## src/rtl/heartbeat_monitor_if.sv

```systemverilog
// Heartbeat monitor bus: heartbeat input, fault clear, status outputs.
// Ports: master drives hb_in/clr_fault; slave (monitor) drives status.
interface heartbeat_monitor_if;
    logic        hb_in;
    logic        clr_fault;
    logic        locked;
    logic        fault;
    logic [1:0]  fault_code;
    logic [31:0] period_meas;
    logic [15:0] err_cnt;
    logic        rst_req;

    modport master (
        output hb_in, clr_fault,
        input  locked, fault, fault_code,
        input  period_meas, err_cnt, rst_req
    );

    modport slave (
        input  hb_in, clr_fault,
        output locked, fault, fault_code,
        output period_meas, err_cnt, rst_req
    );
endinterface

```

## src/rtl/heartbeat_monitor.sv

```systemverilog
// Heartbeat period monitor: sync hb_in, measure edge spacing, lock/fault FSM.
// Ports: clk, rst_n (async low), bus (slave: hb_in, clr_fault -> status).
// Optional: HBMON_RST_REQ_EN builds the rst_req pulse generator.
module heartbeat_monitor #(
    parameter int NOM_PERIOD    = 50000000,
    parameter int TOL           = 500000,
    parameter int LOCK_CNT      = 4,
    parameter int RST_PULSE_LEN = 16
) (
    input  logic               clk,
    input  logic               rst_n,
    heartbeat_monitor_if.slave bus
);

    typedef enum logic [1:0] {
        S_INIT,
        S_ACQ,
        S_LOCK,
        S_FAULT
    } state_t;

    localparam logic [31:0] LO  = 32'(NOM_PERIOD - TOL);
    localparam logic [31:0] HI  = 32'(NOM_PERIOD + TOL);
    localparam logic [31:0] TMO = HI + 32'd1;
    localparam int          GW  = $clog2(LOCK_CNT + 1);
    localparam logic [GW-1:0] LOCK_N = GW'(LOCK_CNT);

    logic          sync1_q, sync2_q, sync3_q;
    logic          edge_pulse;
    logic [31:0]   cnt_q, cnt_d;
    state_t        state_q, state_d;
    logic [GW-1:0] good_q, good_d;
    logic          locked_q, locked_d;
    logic          fault_q, fault_d;
    logic [1:0]    code_q, code_d;
    logic [31:0]   pm_q, pm_d;
    logic [15:0]   err_q, err_d;
    logic          fault_enter;
    logic          early, in_win, timeout;

    // Either transition of the synchronized level is a heartbeat tick.
    assign edge_pulse = sync2_q ^ sync3_q;

    always_ff @(posedge clk or negedge rst_n) begin
        if (!rst_n) begin
            sync1_q <= 1'b0;
            sync2_q <= 1'b0;
            sync3_q <= 1'b0;
        end else begin
            sync1_q <= bus.hb_in;
            sync2_q <= sync1_q;
            sync3_q <= sync2_q;
        end
    end

    // cnt_q equals the period P in the cycle an edge_pulse arrives.
    always_comb begin
        cnt_d = cnt_q;
        if (edge_pulse) begin
            cnt_d = 32'd1;
        end else if (cnt_q != '1) begin
            cnt_d = cnt_q + 32'd1;
        end
    end

    always_ff @(posedge clk or negedge rst_n) begin
        if (!rst_n) begin
            cnt_q <= '0;
        end else begin
            cnt_q <= cnt_d;
        end
    end

    assign early   = cnt_q < LO;
    assign in_win  = !early && (cnt_q <= HI);
    assign timeout = !edge_pulse && (cnt_q >= TMO);

    always_comb begin
        state_d     = state_q;
        good_d      = good_q;
        code_d      = code_q;
        pm_d        = pm_q;
        err_d       = err_q;
        fault_enter = 1'b0;

        unique case (state_q)
            S_INIT: begin
                if (edge_pulse) begin
                    state_d = S_ACQ;
                    good_d  = '0;
                end
            end
            S_ACQ: begin
                if (edge_pulse) begin
                    pm_d = cnt_q;
                    if (early) begin
                        good_d = '0;
                    end else if (!in_win) begin
                        state_d = S_INIT;
                        good_d  = '0;
                    end else if (good_q + GW'(1) == LOCK_N) begin
                        state_d = S_LOCK;
                        good_d  = '0;
                    end else begin
                        good_d = good_q + GW'(1);
                    end
                end else if (timeout) begin
                    state_d = S_INIT;
                    good_d  = '0;
                end
            end
            S_LOCK: begin
                if (edge_pulse) begin
                    pm_d = cnt_q;
                    if (early) begin
                        state_d     = S_FAULT;
                        code_d      = 2'b01;
                        fault_enter = 1'b1;
                    end else if (!in_win) begin
                        state_d     = S_FAULT;
                        code_d      = 2'b10;
                        fault_enter = 1'b1;
                    end
                end else if (timeout) begin
                    state_d     = S_FAULT;
                    code_d      = 2'b10;
                    fault_enter = 1'b1;
                end
            end
            S_FAULT: begin
                if (bus.clr_fault) begin
                    state_d = S_INIT;
                    code_d  = 2'b00;
                    good_d  = '0;
                end
            end
            default: begin
                state_d = S_INIT;
                good_d  = '0;
            end
        endcase

        if (fault_enter && err_q != 16'hFFFF) begin
            err_d = err_q + 16'd1;
        end

        locked_d = (state_d == S_LOCK);
        fault_d  = (state_d == S_FAULT);
    end

    always_ff @(posedge clk or negedge rst_n) begin
        if (!rst_n) begin
            state_q  <= S_INIT;
            good_q   <= '0;
            locked_q <= 1'b0;
            fault_q  <= 1'b0;
            code_q   <= 2'b00;
            pm_q     <= '0;
            err_q    <= '0;
        end else begin
            state_q  <= state_d;
            good_q   <= good_d;
            locked_q <= locked_d;
            fault_q  <= fault_d;
            code_q   <= code_d;
            pm_q     <= pm_d;
            err_q    <= err_d;
        end
    end

    assign bus.locked      = locked_q;
    assign bus.fault       = fault_q;
    assign bus.fault_code  = code_q;
    assign bus.period_meas = pm_q;
    assign bus.err_cnt     = err_q;

`ifdef HBMON_RST_REQ_EN
    localparam int RW = $clog2(RST_PULSE_LEN + 1);

    logic [RW-1:0] rcnt_q, rcnt_d;
    logic          rreq_q, rreq_d;

    // Pulse rises with fault; rcnt_q holds the cycles still to go.
    always_comb begin
        rcnt_d = rcnt_q;
        rreq_d = 1'b0;
        if (fault_enter) begin
            rcnt_d = RW'(RST_PULSE_LEN - 1);
            rreq_d = 1'b1;
        end else if (rcnt_q != '0) begin
            rcnt_d = rcnt_q - RW'(1);
            rreq_d = 1'b1;
        end
    end

    always_ff @(posedge clk or negedge rst_n) begin
        if (!rst_n) begin
            rcnt_q <= '0;
            rreq_q <= 1'b0;
        end else begin
            rcnt_q <= rcnt_d;
            rreq_q <= rreq_d;
        end
    end

    assign bus.rst_req = rreq_q;
`else
    assign bus.rst_req = 1'b0;
`endif

endmodule

```

## src/flat_wrapper.sv

```systemverilog
// flat-port wrapper written by rule: the top's interface ports become plain ports
module heartbeat_monitor_flat 
#(
    parameter int NOM_PERIOD    = 50000000,
    parameter int TOL           = 500000,
    parameter int LOCK_CNT      = 4,
    parameter int RST_PULSE_LEN = 16
)
  (clk, rst_n, bus_hb_in, bus_clr_fault, bus_locked, bus_fault, bus_fault_code, bus_period_meas, bus_err_cnt, bus_rst_req);
  heartbeat_monitor_if bus_i ();
  input  logic clk;
  input  logic rst_n;
  input wire logic [$bits(bus_i.hb_in)-1:0] bus_hb_in;
  input wire logic [$bits(bus_i.clr_fault)-1:0] bus_clr_fault;
  output wire logic [$bits(bus_i.locked)-1:0] bus_locked;
  output wire logic [$bits(bus_i.fault)-1:0] bus_fault;
  output wire logic [$bits(bus_i.fault_code)-1:0] bus_fault_code;
  output wire logic [$bits(bus_i.period_meas)-1:0] bus_period_meas;
  output wire logic [$bits(bus_i.err_cnt)-1:0] bus_err_cnt;
  output wire logic [$bits(bus_i.rst_req)-1:0] bus_rst_req;
  assign bus_i.hb_in = bus_hb_in;
  assign bus_i.clr_fault = bus_clr_fault;
  assign bus_locked = bus_i.locked;
  assign bus_fault = bus_i.fault;
  assign bus_fault_code = bus_i.fault_code;
  assign bus_period_meas = bus_i.period_meas;
  assign bus_err_cnt = bus_i.err_cnt;
  assign bus_rst_req = bus_i.rst_req;
  heartbeat_monitor #(.NOM_PERIOD(NOM_PERIOD), .TOL(TOL), .LOCK_CNT(LOCK_CNT), .RST_PULSE_LEN(RST_PULSE_LEN)) u_core (.clk(clk), .rst_n(rst_n), .bus(bus_i));
endmodule
```

## config.mk

```make
export PLATFORM = sky130hd
export DESIGN_NAME = heartbeat_monitor_flat
export DESIGN_NICKNAME = d
export VERILOG_FILES = /design/src/rtl/heartbeat_monitor_if.sv /design/src/rtl/heartbeat_monitor.sv /design/src/flat_wrapper.sv
export SDC_FILE = /design/constraint.sdc
export NUM_CORES = 1
export LEC_CHECK = 0
export ABC_AREA = 1
export BUFFER_PORTS_ARGS = -buffer_cell sky130_fd_sc_hd__buf_4
export CAP_MARGIN = 10
export CORE_UTILIZATION = 35
export DETAILED_ROUTE_END_ITERATION = 12
export PLACE_DENSITY = 0.6
export SYNTH_ARGS = -nofsm -noshare
export SYNTH_HDL_FRONTEND = slang
export SYNTH_SLANG_ARGS = --single-unit
```

## constraint.sdc

```tcl
create_clock -name clk -period 2.1 [get_ports clk]
set_input_delay 0.315 -clock clk [delete_from_list [all_inputs] [get_ports clk]]
set_output_delay 0.315 -clock clk [all_outputs]
set_load 0.05 [all_outputs]
```

==> run_results.csv <==
group,metric,value,unit
status,status,"finished clean",
logic_synthesis,synth_edf_count,0,
logic_synthesis,synthArstFlopShare,1.00,
min_path,hold_class,"input port to flop",
floorplanning,core_region_area,0.0140,mm²
floorplanning,die_x,122,µm
logic_synthesis,synth_top_area_cell,"dfrtp_1",
global_routing,grt_pass1_wl,21300,µm
worst_setup_path,critical_path_arrival,2280,ps
logic_synthesis,synth.most_common_cell,"nand2_1",
floorplanning,fp-row-count,43,
worst_setup_path,critical-path-top-delay-family,"simple AND/OR/NAND/NOR gates",
worst_setup_path,path_depth,11,
worst_setup_path,worst-setup-path-type,"flop to flop",
global_routing,grt_max_degree,58,
worst_setup_path,endpoint_kind,"flop",
layout,nNetsFinal,741,
pwr,powerDensity,592,mW/mm²
logic_synthesis,syn_area,0.00508,mm²
logic_synthesis,synthMuxAreaShare,0.00887,
logic_synthesis,synth_cells,648,
logic_synthesis,synth_compound_area_frac,0.0934,
cts,cts_tree,"yes",
sta,fin_crit_sh,0.954,
logic_synthesis,yosys-top-cells-count,"166 x nand2_1, 92 x dfrtp_1, 73 x inv_1",
logic_synthesis,synth_xor_xnor_area_share,0.0291,
global_routing,grt_use_total,0.183,
logic_synthesis,synth_flop_cell,"dfrtp_1",
floorplanning,ios,57,
cts,worstSkewPairLatency,350,ps
place,port_buffers,55,
place,dp.cells,880,
global_routing,grt_pass1_vias,4391,
floorplanning,initial_core_util,0.362,
place,gp_congestion,0.916,
worst_setup_path,crit_fanout,6,
logic_synthesis,yosysWarnings,0,
logic_synthesis,synth_cell_types,49,
place,post-place-ws,95.1,ps
routing,drc,0,
cts,clock_sinks,92,
min_path,hold_depth,1,
job,maxCapViolCount,0,
logic_synthesis,synth_seq_cells,92,
sta,tns,0,ps
global_routing,grt_antenna_before_repair,0,
floorplanning,dieArea,0.0150,mm²
routing,drtAntennaViolNets,0,
sta,clock_skew,6.17,ps
sta,final.setup.worst_slack,97.4,ps
place,dp_hpwl,9310,µm
logic_synthesis,synth.avg_cell_area,7.84,µm²
routing,drt_iter0_markers,347,
layout,final_area,0.00620,mm²
layout,syn_to_final_growth,22.2,%
sta,hold_violations,0,
layout,stdcell_count,911,
logic_synthesis,synth-simple-area-share,0.310,
sta,slew-limit-headroom,0.660,
sta,min_period,2000,ps
routing,dr.pass1.iters,5,
sta,setup_viol,0,
cts,htree_levels,3,
layout,layout-drive-gt1-share,0.209,
pwr,ir_drop,0.000346,V
worst_setup_path,crit_path_start_kind,"flop",
logic_synthesis,seq_area_frac_synth,0.453,
cts,cts_buffer_depth,2,
worst_setup_path,cp.buffers_inverters,5,
logic_synthesis,yosys.area_share.adder,0.0271,
layout,diodes,0,
logic_synthesis,ys_top_cells_by_area,"dfrtp_1 45%, nand2_1 12%, o21ai_0 5.4%",
logic_synthesis,synth_top_area_share,0.453,
cts,clk_pin_slew_worst_paths,70,ps
worst_setup_path,crit_path_max_incr_delay,470,ps
floorplanning,die_y,122,µm
routing,post_drt_wl_per_cell,14.3,µm
routing,routed_wl,13100,µm
pwr,p_leak,2.94,nW
logic_synthesis,synth_top_family_by_area,"simple AND/OR/NAND/NOR gates",
sta,drv_slew,0,
sta,worst_pin_slew,505,ps
worst_setup_path,cp_cell_sequence,"nand2_2, inv_1, nand2_2, nor3_4, nand2_2, inv_2, nand3_2, buf_4, buf_4, buf_4, a31oi_1",
global_routing,grt_overflow,0,
worst_setup_path,required,2370,ps
cts,numCtsBuffers,9,
cts,cts-root-buf,"clkbuf_16",
worst_setup_path,worstRegToRegCells,11,
sta,max_freq,499,MHz
routing,viasPerCell,5.14,
place,placed_area,0.00572,mm²
worst_setup_path,slowest_stage,"dfrtp_1",
logic_synthesis,synth_nets,663,
routing,via_count,4681,
==> where the power goes <==
group / internal (mW) / total, mW / switching (mW)
clock: 0.923 / 1.64 / 0.720
sequential: 1.79 / 1.81 / 0.0158
combinational: 0.0590 / 0.219 / 0.160
==> timing repair <==
item / 4_1_cts / 5_1_grt
hold buffers: 1 / 0
buffers inserted: 0 / 12
endpoints found under the hold margin: 35 / 0
gates resized for setup: 0 / 22
endpoints found under the setup margin: 0 / 38
==> area by class of cell <==
cell class | instances | area (µm²)
Sequential cell | 92 | 2310
Clock inverter | 6 | 65.1
Multi-Input combinational cell | 465 | 2460
Timing Repair Buffer | 79 | 608
Clock buffer | 10 | 229
Tap cell | 180 | 225
Fill cell | 1416 | 7840
Inverter | 79 | 304
==> state kept, by name, indices dropped and copies added (netlist names) <==
name	count
u_core.state_q	2
u_core.sync1_q	1
u_core.cnt_q	32
u_core.sync2_q	1
u_core.bus.period_meas	32
u_core.good_q	3
u_core.bus.fault	1
u_core.sync3_q	1
u_core.bus.locked	1
u_core.bus.fault_code	2
u_core.bus.err_cnt	16
==> per-stage QoR <==
stage / hold slack (ps) / util / power (mW)
6_report: 64.6 / 0.442 / 3.67
5_1_grt: 56.3 / 0.442 / 3.80
4_1_cts: 57.1 / 0.429 / 3.70
2_1_floorplan: 19.4 / - / 1.96
3_3_place_gp: 313 / 0.408 / 2.05
3_5_place_dp: 319 / 0.408 / 2.06
==> layer usage <==
metal  vias to the layer above  part of all wire  GRT usage
li1                       2269                 -          -
met1                      2206              0.45      0.247
met2                       171              0.46      0.287
met3                        35             0.060     0.0283
met4                         0             0.027     0.0831
met5                         -                 0          0
==> cells in the final DEF (no fill, tap or decap), types with 8 or more instances in the layout <==
master     instances
nand2_1          162
dfrtp_1           89
buf_4             77
inv_1             70
nor2_1            57
o21ai_0           54
nand3_1           39
nor3_1            22
a21oi_1           16
nand2_2           15
ha_1              10
nand4_1            9
xor2_1             9
nor4_1             9
clkbuf_16          9
nor2_2             8
==> worst register-to-register path: stages, from the launching register on <==
cell and delay (ps):
dfrtp_1 470, nand2_2 110, inv_1 80, nand2_2 90, nor3_4 240, nand2_2 120, inv_2 80, nand3_2 160
buf_4 200, buf_4 120, buf_4 120, a31oi_1 120
==> cell families (layout without fill, tap and decap cells) <==
kind of cell    count (synthesis)  after routing
compound gates                 88             88
xor+xnor                       16             16
fa+ha+maj                      11             11
buf+inv                        93            174
flops                          92             92
mux                             4              4
other cells                     1              1
simple gates                  343            345
==> final timing paths <==
kind / from / endpoint / slack (ps)
worst min-delay path: bus_hb_in / u_core.sync1_q / 60
max in group asynchronous: rst_n / u_core.bus.period_meas[28] / 970
min in group asynchronous: rst_n / u_core.bus.period_meas[9] / 450
worst max register to register: u_core.cnt_q[15] / u_core.cnt_q[2] / 100
worst min register to register: u_core.sync1_q / u_core.sync2_q / 350
worst max-delay path: u_core.cnt_q[15] / u_core.cnt_q[2] / 100
Note: power is estimated with default switching activity, not from simulation.
